--- config.mk ---
export PLATFORM = sky130hd
export DESIGN_NAME = set_scan_ctrl
export DESIGN_NICKNAME = d
export VERILOG_FILES = /design/src/rtl/set_scan_ctrl.sv
export SDC_FILE = /design/constraint.sdc
export NUM_CORES = 1
export LEC_CHECK = 0
export ABC_AREA = 0
export BUFFER_PORTS_ARGS = -buffer_cell sky130_fd_sc_hd__buf_2
export CAP_MARGIN = 30
export CORE_MARGIN = 5
export CORE_UTILIZATION = 55
export CTS_CLUSTER_SIZE = 10
export DETAILED_ROUTE_END_ITERATION = 6
export HOLD_SLACK_MARGIN = 0.06
export PLACE_DENSITY = 0.71
export SETUP_SLACK_MARGIN = 0.15
export SYNTH_ARGS = -nofsm -noshare
export SYNTH_HDL_FRONTEND = slang
export SYNTH_SLANG_ARGS = --single-unit
--- constraint.sdc ---
create_clock -name clk -period 11.1 [get_ports clk]
set_input_delay 0.555 -clock clk [delete_from_list [all_inputs] [get_ports clk]]
set_output_delay 0.555 -clock clk [all_outputs]
set_load 0.01 [all_outputs]
--- src/rtl/set_scan_ctrl.sv ---
// set_scan_ctrl: latches three circles and a mode, walks the GRID_N^2 lattice
// and counts logic-unit hits. Optional `HIT_PIPE_EN registers hit_i first.
`ifndef MODE_SZ
`define MODE_SZ 2
`endif
`ifndef COVERED_SZ
`define COVERED_SZ 3
`endif
`ifndef MODE1
`define MODE1 2'd0
`define MODE2 2'd1
`define MODE3 2'd2
`define MODE4 2'd3
`endif

module set_scan_ctrl #(
  parameter int GRID_N  = 8,
  parameter int COORD_W = 4,
  parameter int CNT_W   = 8
) (
  input  logic                   clk,
  input  logic                   rst_n,
  input  logic                   en_i,
  input  logic [6*COORD_W-1:0]   central_i,
  input  logic [3*COORD_W-1:0]   radius_i,
  input  logic [`MODE_SZ-1:0]    mode_i,
  output logic [`COVERED_SZ-1:0] covered_o,
  output logic [`MODE_SZ-1:0]    mode_buf_o,
  input  logic                   hit_i,
  output logic                   busy_o,
  output logic                   valid_o,
  output logic [CNT_W-1:0]       candidate_o
);

  localparam int PW = $clog2(GRID_N + 1);
  localparam int DW = 2 * COORD_W + 2;

  typedef enum logic [1:0] {
    IDLE,
    SCAN,
    DONE
  } state_t;

  state_t state_q, state_d;

  logic [6*COORD_W-1:0]   cen_q;
  logic [3*COORD_W-1:0]   rad_q;
  logic [PW-1:0]          x_q, y_q;
  logic                   pt_vld_q;
  logic [CNT_W-1:0]       cnt_q;

  logic [PW-1:0]          px, py;
  logic                   issue;
  logic                   use_in;
  logic                   last_pt;
  logic                   scan_end;
  logic                   acc;
  logic [CNT_W-1:0]       cnt_nxt;
  logic [6*COORD_W-1:0]   cen_s;
  logic [3*COORD_W-1:0]   rad_s;
  logic [`COVERED_SZ-1:0] cov_d;
  logic                   start;

  function automatic logic in_circ(
    input logic [COORD_W-1:0] px_a,
    input logic [COORD_W-1:0] py_a,
    input logic [COORD_W-1:0] cx,
    input logic [COORD_W-1:0] cy,
    input logic [COORD_W-1:0] r
  );
    logic signed [COORD_W:0] dx, dy;
    logic [COORD_W:0]        ax, ay;
    logic [DW-1:0]           d2, r2;
    dx = $signed({1'b0, px_a}) - $signed({1'b0, cx});
    dy = $signed({1'b0, py_a}) - $signed({1'b0, cy});
    ax = dx[COORD_W] ? $unsigned(-dx) : $unsigned(dx);
    ay = dy[COORD_W] ? $unsigned(-dy) : $unsigned(dy);
    d2 = DW'(ax) * DW'(ax) + DW'(ay) * DW'(ay);
    r2 = DW'(r) * DW'(r);
    return d2 <= r2;
  endfunction

  assign start   = (state_q == IDLE) && en_i;
  assign last_pt = pt_vld_q &&
                   (x_q == PW'(GRID_N)) &&
                   (y_q == PW'(GRID_N));

`ifdef HIT_PIPE_EN
  logic vld_q, hit_q;

  always_ff @(posedge clk or negedge rst_n) begin
    if (!rst_n) begin
      vld_q <= 1'b0;
      hit_q <= 1'b0;
    end else begin
      vld_q <= pt_vld_q;
      hit_q <= hit_i;
    end
  end

  assign acc      = vld_q && hit_q;
  // last point has left the pipe once nothing new is issued
  assign scan_end = !pt_vld_q;
`else
  assign acc      = pt_vld_q && hit_i;
  assign scan_end = last_pt;
`endif

  assign cnt_nxt = cnt_q + CNT_W'(acc);

  always_comb begin
    state_d = state_q;
    issue   = 1'b0;
    use_in  = 1'b0;
    px      = PW'(1);
    py      = PW'(1);
    unique case (state_q)
      IDLE: begin
        if (en_i) begin
          state_d = SCAN;
          issue   = 1'b1;
          use_in  = 1'b1;
        end
      end
      SCAN: begin
        if (pt_vld_q && !last_pt) begin
          issue = 1'b1;
          if (x_q == PW'(GRID_N)) begin
            px = PW'(1);
            py = y_q + PW'(1);
          end else begin
            px = x_q + PW'(1);
            py = y_q;
          end
        end
        if (scan_end) state_d = DONE;
      end
      DONE: state_d = IDLE;
      default: state_d = IDLE;
    endcase
  end

  // the first point is evaluated straight from the ports
  assign cen_s = use_in ? central_i : cen_q;
  assign rad_s = use_in ? radius_i : rad_q;

  always_comb begin
    cov_d = '0;
    for (int k = 0; k < 3; k++) begin
      cov_d[2-k] = in_circ(
        COORD_W'(px),
        COORD_W'(py),
        cen_s[(6-2*k)*COORD_W-1 -: COORD_W],
        cen_s[(5-2*k)*COORD_W-1 -: COORD_W],
        rad_s[(3-k)*COORD_W-1 -: COORD_W]);
    end
  end

  always_ff @(posedge clk or negedge rst_n) begin
    if (!rst_n) begin
      state_q     <= IDLE;
      cen_q       <= '0;
      rad_q       <= '0;
      mode_buf_o  <= '0;
      x_q         <= '0;
      y_q         <= '0;
      pt_vld_q    <= 1'b0;
      covered_o   <= '0;
      cnt_q       <= '0;
      candidate_o <= '0;
    end else begin
      state_q  <= state_d;
      pt_vld_q <= issue;
      covered_o <= issue ? cov_d : '0;
      if (issue) begin
        x_q <= px;
        y_q <= py;
      end
      if (start) begin
        cen_q      <= central_i;
        rad_q      <= radius_i;
        mode_buf_o <= mode_i;
        cnt_q      <= '0;
      end else begin
        cnt_q <= cnt_nxt;
      end
      if (state_q == SCAN && scan_end)
        candidate_o <= cnt_nxt;
    end
  end

  assign busy_o  = (state_q != IDLE);
  assign valid_o = (state_q == DONE);

endmodule
==> results of run 1 <==
-- sequential cells by signal (all words and copies together), names as in the netlist --
| name | flops |
|---|---|
| cen_q | 24 |
| rad_q | 12 |
| candidate_o | 8 |
| cnt_q | 8 |
| x_q | 4 |
| y_q | 4 |
| covered_o | 3 |
| mode_buf_o | 2 |
| state_q | 2 |
| pt_vld_q | 1 |
-- stage by stage --
step | hold slack [ns] | cell area, µm² | util, % | std cells | worst slack [ns]
detailed placement | 0.466 | 9540 | 59.9 | 1260 | 2.43
floorplan | 0.259 | 9030 | - | 995 | 3.24
finish | 0.324 | 9860 | 61.9 | 1276 | 2.56
global route | 0.396 | 9860 | 61.9 | 1276 | 2.08
CTS | 0.370 | 9860 | 61.9 | 1276 | 2.53
global placement | 0.460 | 9540 | 59.9 | 1260 | 2.60
-- how the worst min path moves through the flow --
stage / start / end / slack [ns] / cells after the start
after floorplan: rst_n / candidate_o[0] / 0.26 / 0
after global placement: candidate_o[2] / candidate_o[2] / 0.46 / 2
after detailed placement: candidate_o[2] / candidate_o[2] / 0.47 / 2
after CTS: rst_n / cen_q[1] / 0.37 / 1
after global routing: rst_n / cen_q[1] / 0.40 / 1
final: rst_n / cen_q[1] / 0.32 / 1
-- synth_stat cells, drive strengths merged, types with 2 or more instances --
cell type,number
a21o,25
a21oi,41
a31oi,6
and2,8
and2b,2
and3,6
buf,7
dfrtp,68
fa,69
ha,153
inv,196
mux2,23
mux2i,28
nand2,52
nand2b,12
nand3,11
nand3b,4
nand4,4
nand4b,5
nor2,99
nor2b,16
nor3,8
nor3b,3
nor4b,2
o2111ai,2
o211a,2
o211ai,2
o21a,10
o21ai,26
o221ai,4
o31a,3
o31ai,3
or2,3
or3,6
xnor2,33
xor2,29
-- area by class of cell --
cell class,count,area (µm²),share of cell area [%]
clock buffer,10,229,2.32
clock inverter,6,88.8,0.901
inverter,196,736,7.46
multi-input combinational,723,6530,66.2
sequential,68,1700,17.3
tap,216,270,2.74
timing repair buffer,57,303,3.07
-- cells in the final DEF (no fill, tap or decap), drive strengths merged, types with 28 or more instances in the layout --
master	netlist	routed
nand2	52	52
mux2i	28	28
xor2	29	29
buf	7	57
dfrtp	68	68
xnor2	33	33
ha	153	153
inv	196	196
nor2	99	99
a21oi	41	41
fa	69	69
-- worst max-delay path, delay by kind of cell, from the launching register on --
family                   cells  cell delay, ns
flip-flops                   1            0.41
AO/OA/AOI/OAI                3            0.65
adder cells (fa/ha/maj)      9            3.76
XOR/XNOR                     2            0.34
AND/OR/NAND/NOR             14            3.04
multiplexers                 1            0.12
buffers and inverters        2            0.14
-- cells by family after synthesis --
group	count (synthesis)
fa+ha+maj	222
other cells	1
compound gates	132
flops	68
xor+xnor	62
simple gates	247
mux	51
buf+inv	204
-- layer usage --
layer	wire length (µm)	vias up	track usage, %
li1	-	3360	-
met1	8170	3087	26.6
met2	8350	76	35.0
met3	589	28	3.45
met4	320	0	5.38
met5	0	-	0
==> impl_metrics.env, run 1 <==
export IMPL_reg2reg_depth=31
export IMPL_dieArea_um2=19000
export IMPL_antenna_cells=0
export IMPL_final_layout_size_suffix_gt1_share_pct=10.5
export IMPL_row_count=46
export IMPL_period_needed_ns=8.54
export IMPL_ctsHoldBuffers=0
export IMPL_syn_area_um2=9000
export IMPL_vias=6551
export IMPL_antenna_found_initial=0
export IMPL_maxCapViolCount=0
export IMPL_criticalPathCategory="register to register"
export IMPL_synth_compound_area_share_pct=9.92
export IMPL_hold_violations=0
export IMPL_clock_path_buffers=2
export IMPL_yosys_warnings=0
export IMPL_postCtsSetupRepairBufs=0
export IMPL_synth_top_family_by_area="adder cells"
export IMPL_initial_core_util_pct=56.5
export IMPL_async_flop_share_pct=100
export IMPL_end_kind="register"
export IMPL_cp_slowest_cell="nor2_1"
export IMPL_synth_largest_area_cell="ha_1"
export IMPL_die_w_um=138
export IMPL_core_area_um2=15900
export IMPL_syn_area_per_cell_um2=9.12
export IMPL_synth_mux_area_share_pct=5.99
export IMPL_reg2reg_from="x_q[0]"
export IMPL_ys_types=64
export IMPL_drt_total_wl_um=17400
export IMPL_cts_sinks=68
export IMPL_ys_seq_elements=68
export IMPL_critical_path_arrival_ns=8.81
export IMPL_clock_skew_ns=0.00638
export IMPL_nFillCells=1420
export IMPL_cp_common_cell="fa_1"
export IMPL_critPathMaxFanout=7
export IMPL_nets=1319
export IMPL_clk_pin_slew_ns=0.06
export IMPL_worstPathRequired_ns=11.37
export IMPL_detail_route_wl_per_cell_um=13.7
export IMPL_cts_buffers=9
export IMPL_numPortBuffers=56
export IMPL_max_stage_delay_ns=0.82
export IMPL_synthCells=987
export IMPL_fmax_mhz=117
export IMPL_drt_initial_drc_count=243
export IMPL_yosys_area_share_simple_pct=13.6
export IMPL_setup_violations=0
export IMPL_synth_edf_count=0
export IMPL_gp_congestion=0.841
export IMPL_synth_xor_area_share_pct=6.03
export IMPL_htreeDepth=3
export IMPL_dp_hpwl_um=14500
export IMPL_clkLatencyLatePin_ns=0.34
export IMPL_ant_nets=0
export IMPL_track_usage_pct=20.3
export IMPL_first_pass_iters=5
export IMPL_grt_pass1_wl_um=30800
export IMPL_grt_pass1_vias=6766
export IMPL_crit_end="covered_o[1]"
export IMPL_die_h_um=138
export IMPL_finalSetupTns_ns=0
export IMPL_rsz0062_at_grt="false"
export IMPL_netlist_area_leader_share_pct=21.3
export IMPL_hold_class="primary input to async pin"
export IMPL_relSlewSlack_pct=34.1
export IMPL_synthAdderAreaFrac_pct=36.6
export IMPL_cp_start_kind="register"
export IMPL_synth_area_top_cells="ha_1, dfrtp_1, fa_1"
export IMPL_synth_seq_area_share_pct=18.9
export IMPL_vias_per_cell=5.13
export IMPL_drv_slew=0
export IMPL_regToRegSetupSlack_ns=2.56
export IMPL_cts_root_buf="clkbuf_16"
export IMPL_tightest_slew_ns=0.985
export IMPL_fin_crit_sh_pct=76.9
export IMPL_top_level_ports=57
export IMPL_grt_max_degree=69
export IMPL_cts_resized=0
export IMPL_post_route_drc_count=0
export IMPL_setup_worst_path_start="x_q[0]"
export IMPL_cts_tree="done"
export IMPL_r2r_end="covered_o[1]"
export IMPL_overflow=0
export IMPL_synth_ff_type="dfrtp_1"
export IMPL_status="completed"
export IMPL_area_growth_pct=9.53
Power of run 1 is left out: the tool's default activity adds up to more than one toggle a clock period on the data nets, which glitch-free logic cannot reach.
==> run 2: changes to the inputs <==
==> constraint.sdc (replaced) <==
create_clock -name clk -period 8.1 [get_ports clk]
set_input_delay 0.405 -clock clk [delete_from_list [all_inputs] [get_ports clk]]
set_output_delay 0.405 -clock clk [all_outputs]
set_load 0.01 [all_outputs]
==> impl_metrics.env, run 2 (synthesized netlist as in run 1, its figures left out) <==
export IMPL_tightest_slew_ns=0.505
export IMPL_reg_top3="cen_q: 24 flops, rad_q: 12 flops"
export IMPL_setup_violations=0
export IMPL_nets=1352
export IMPL_core_area_um2=15900
export IMPL_initial_core_util_pct=56.5
export IMPL_row_count=46
export IMPL_clkLatencyLatePin_ns=0.35
export IMPL_die_w_um=138
export IMPL_fmax_mhz=130
export IMPL_htreeDepth=3
export IMPL_largest_reg_flops=24
export IMPL_detail_route_wl_per_cell_um=14.1
export IMPL_first_pass_iters=5
export IMPL_cts_root_buf="clkbuf_16"
export IMPL_die_h_um=138
export IMPL_grt_max_degree=69
export IMPL_layoutNonFillerInstCount=1309
export IMPL_layout_common_cells="inv_1, ha_1, nor2_1"
export IMPL_grt_busiest_layer="met2"
export IMPL_relSlewSlack_pct=66.1
export IMPL_critPathMaxFanout=5
export IMPL_fin_crit_sh_pct=95.0
export IMPL_top_register="cen_q"
export IMPL_dp_hpwl_um=15000
export IMPL_ant_nets=0
export IMPL_drv_slew=0
export IMPL_cp_start_kind="register"
export IMPL_layout_commonest_cell="inv_1"
export IMPL_period_needed_ns=7.69
export IMPL_track_usage_pct=20.3
export IMPL_place_inst=1279
export IMPL_grt_pass1_wl_um=31000
export IMPL_hold_class="primary input to register"
export IMPL_grt_pass1_vias=6768
export IMPL_post_route_drc_count=0
export IMPL_worstPathRequired_ns=8.36
export IMPL_cts_buffers=9
export IMPL_clock_path_buffers=2
export IMPL_rsz0062_at_grt="true"
export IMPL_final_layout_size_suffix_gt1_share_pct=16.3
export IMPL_drt_initial_drc_count=323
export IMPL_area_growth_pct=14.6
export IMPL_cp_common_cell="fa_1"
export IMPL_clk_pin_slew_ns=0.06
export IMPL_antenna_found_initial=1
export IMPL_use_met3_pct=2.69
export IMPL_cts_sinks=68
export IMPL_use_met2_pct=34.6
export IMPL_vias=6748
export IMPL_drt_total_wl_um=18400
export IMPL_hold_violations=0
export IMPL_criticalPathCategory="register to register"
export IMPL_max_stage_delay_ns=0.57
export IMPL_numPortBuffers=56
export IMPL_gp_congestion=0.859
export IMPL_status="completed"
export IMPL_top_level_ports=57
export IMPL_maxCapViolCount=0
export IMPL_met1_usage_pct=27.4
export IMPL_end_kind="register"
export IMPL_cts_tree="done"
export IMPL_vias_per_cell=5.16
export IMPL_cp_slowest_cell="fa_1"
export IMPL_antenna_cells=0
export IMPL_dieArea_um2=19000
export IMPL_overflow=0
export IMPL_critical_path_arrival_ns=7.95
export IMPL_clock_skew_ns=0.0120
==> run 2: cell types whose count changed in the layout (fill, tap and decap cells not counted), sizes merged <==
cell,delta
bufinv,-1
clkinv,+1
clkinvlp,-2
dlygate4sd3,+1
buf,+32
inv,+2
==> run 2: cell type report <==
cell class                 count  area [µm²]
tap                          216         270
clock buffer                  10         239
timing repair buffer          90         561
sequential                    68        1700
fill                        1374        5630
multi-input combinational    723        6730
clock inverter                 6        70.1
inverter                     196         738
==> run 2: repair_timing <==
item / in CTS / in global routing
setup endpoints to repair: 2 / 3
endpoints found under the hold margin: 0 / 1
pin swaps: 0 / 17
hold buffers: 0 / 1
setup buffers: 0 / 12
resized for setup: 10 / 37
==> run 2: metal layers <==
metal / wire length, µm / vias to the layer above
met5: 7 / -
met4: 223 / 2
met3: 659 / 17
met2: 8830 / 109
met1: 8700 / 3198
li1: - / 3422
==> run 2: critical path: cells and delay by family, from the launching register on <==
family / cells / cell delay (ns)
xor gates and xnor gates: 1 / 0.15
DFF: 1 / 0.43
adders and majority gates: 11 / 4.04
and+or+nand+nor: 11 / 1.36
AOI/OAI and AO/OA: 3 / 0.96
muxes: 1 / 0.15
buffers and inverters: 5 / 0.51
==> run 2: final timing paths <==
path | start | end | slack [ns] | cells after the start
max | x_q[1] | covered_o[1] | 0.41 | 32
min | mode_i[0] | mode_buf_o[0] | 0.30 | 2
max reg2reg | x_q[1] | covered_o[1] | 0.41 | 32
min reg2reg | candidate_o[1] | candidate_o[1] | 0.46 | 2
max in group asynchronous | rst_n | x_q[1] | 7.15 | 3
min in group asynchronous | rst_n | mode_buf_o[0] | 0.40 | 2
==> run 2: metrics by stage <==
stage          TNS (ns)  hold slack [ns]  setup slack, ns  util (%)  instance area, µm²
3_5_place_dp     -0.100            0.451           -0.100      60.7                9670
2_1_floorplan         0            0.109            0.359         -                9030
5_1_grt         -0.0207            0.308          -0.0207      64.7               10300
6_report              0            0.298            0.406      64.7               10300
3_3_place_gp          0            0.451            0.129      60.7                9670
4_1_cts               0            0.229            0.167      62.9               10000
Power of run 2 is left out for the same reason.
==> run 3: changes to the inputs <==
--- a/config.mk
+++ b/config.mk
@@ -8,7 +8,8 @@
 export ABC_AREA = 0
 export BUFFER_PORTS_ARGS = -buffer_cell sky130_fd_sc_hd__buf_2
 export CAP_MARGIN = 30
-export CORE_MARGIN = 5
+export CORE_ASPECT_RATIO = 0.75
+export CORE_MARGIN = 2
 export CORE_UTILIZATION = 55
 export CTS_CLUSTER_SIZE = 10
 export DETAILED_ROUTE_END_ITERATION = 6
==> constraint.sdc (replaced) <==
create_clock -name clk -period 7.6 [get_ports clk]
set_input_delay 0.38 -clock clk [delete_from_list [all_inputs] [get_ports clk]]
set_output_delay 0.38 -clock clk [all_outputs]
set_load 0.01 [all_outputs]
==> impl_metrics.env, run 3 (synthesized netlist as in run 1, its figures left out) <==
export IMPL_drt_initial_drc_count=293
export IMPL_top_level_ports=57
export IMPL_maxCapViolCount=0
export IMPL_reg_top3="cen_q: 24 flops, rad_q: 12 flops"
export IMPL_vias=7116
export IMPL_clock_path_buffers=2
export IMPL_cp_start_kind="register"
export IMPL_multi_input_area_um2=6870
export IMPL_hold_class="primary input to async pin"
export IMPL_dieArea_um2=17400
export IMPL_layout_commonest_cell="inv_1"
export IMPL_worstPathRequired_ns=7.87
export IMPL_ctsHoldBuffers=0
export IMPL_ant_nets=0
export IMPL_row_count=40
export IMPL_initial_core_util_pct=56.2
export IMPL_cts_sinks=68
export IMPL_cts_buffers=9
export IMPL_drv_slew=0
export IMPL_status="completed"
export IMPL_final_layout_size_suffix_gt1_share_pct=22.5
export IMPL_rsz0062_at_grt="true"
export IMPL_critPathMaxFanout=5
export IMPL_setup_violations=0
export IMPL_detail_route_wl_per_cell_um=15.2
export IMPL_max_stage_delay_ns=0.53
export IMPL_htreeDepth=3
export IMPL_fin_crit_sh_pct=99.0
export IMPL_overflow=0
export IMPL_place_inst=1314
export IMPL_critical_path_arrival_ns=7.79
export IMPL_nets=1404
export IMPL_drt_total_wl_um=20600
export IMPL_fin_hold_ws_ns=0.165
export IMPL_regArea_um2=1700
export IMPL_post_route_drc_count=0
export IMPL_track_usage_pct=25.0
export IMPL_layoutNonFillerInstCount=1355
export IMPL_vias_per_cell=5.25
export IMPL_dp_hpwl_um=16000
export IMPL_first_pass_iters=5
export IMPL_top_register="cen_q"
export IMPL_antenna_cells=0
export IMPL_cts_root_buf="clkbuf_16"
export IMPL_core_area_um2=16000
export IMPL_fin_util_pct=68.0
export IMPL_die_h_um=115
export IMPL_layout_common_cells="inv_1, ha_1, nor2_1"
export IMPL_cts_tree="done"
export IMPL_hold_violations=0
export IMPL_tightest_slew_ns=0.914
export IMPL_nFillCells=1285
export IMPL_period_needed_ns=7.53
export IMPL_fmax_mhz=133
export IMPL_clk_pin_slew_ns=0.06
export IMPL_cp_common_cell="fa_1"
export IMPL_criticalPathCategory="register to register"
export IMPL_cp_slowest_cell="fa_1"
export IMPL_gp_congestion=0.854
export IMPL_grt_pass1_wl_um=34700
export IMPL_grt_max_degree=69
export IMPL_numPortBuffers=56
export IMPL_area_growth_pct=20.9
export IMPL_die_w_um=152
export IMPL_antenna_found_initial=0
export IMPL_relSlewSlack_pct=39.1
export IMPL_grt_pass1_vias=7199
export IMPL_largest_reg_flops=24
export IMPL_clock_skew_ns=0.00741
export IMPL_end_kind="register"
export IMPL_clkLatencyLatePin_ns=0.34
[run 3: changes by cell type in the layout (fill, tap and decap cells not counted), moves of 4 or more]
cell     before  now
inv_1       194  184
nor2_1       94   90
o21ai_0      21   17
ha_1        149  143
ha_4          2    9
buf_4        33   82
inv_2         1   12
[run 3: routing by layer]
metal  vias to the layer above  part of all wire [%]  track usage [%]  routed length, µm
li1                       3526                     -                -                  -
met1                      3437                    49             37.0              10200
met2                       129                    45             39.9               9340
met3                        24                   4.2             3.97                865
met4                         0                   1.1             3.77                220
met5                         -                     0                0                  0
[run 3: worst max-delay path, delay by kind of cell, from the launching register on]
family                   cells  cell delay (ns)
adder cells (fa/ha/maj)     11             4.01
AND/OR/NAND/NOR             13             2.28
flip-flops                   1             0.39
AO/OA/AOI/OAI                2             0.29
buffers and inverters        4             0.27
XOR/XNOR                     1             0.12
multiplexers                 1             0.12
[run 3: path summary, 6_finish.rpt]
kind	start	to	slack [ns]	cells past startpoint
setup / recovery	y_q[1]	covered_o[1]	0.07	32
hold / removal	rst_n	mode_buf_o[0]	0.17	1
hold reg to reg	candidate_o[1]	candidate_o[1]	0.47	2
min in group clk	mode_i[1]	mode_buf_o[1]	0.27	2
setup reg to reg	y_q[1]	covered_o[1]	0.07	32
max in group asynchronous	rst_n	rad_q[9]	6.83	1
[run 3: cell type report]
class | instances | share of cell area (%)
tap | 210 | 2.41
clock inverter | 7 | 0.839
timing repair buffer | 142 | 9.13
clock buffer | 9 | 2.07
sequential | 68 | 15.6
inverter | 196 | 6.76
multi-input combinational | 723 | 63.2
[run 3: through the flow]
stage	instance area, µm²	TNS (ns)	worst slack [ns]
finish	10900	0	0.0728
global route	10900	-0.382	-0.192
CTS	10700	0	0.148
detailed placement	10000	-0.440	-0.181
global placement	10000	-0.0356	-0.0356
floorplan	9080	0	0.191
[run 3: repair_timing]
action,in CTS,in global routing
resized for setup,49,33
setup buffers,15,9
pin swaps,34,43
cloned,1,0
endpoints found under the setup margin,3,3
Power of run 3 is left out for the same reason.
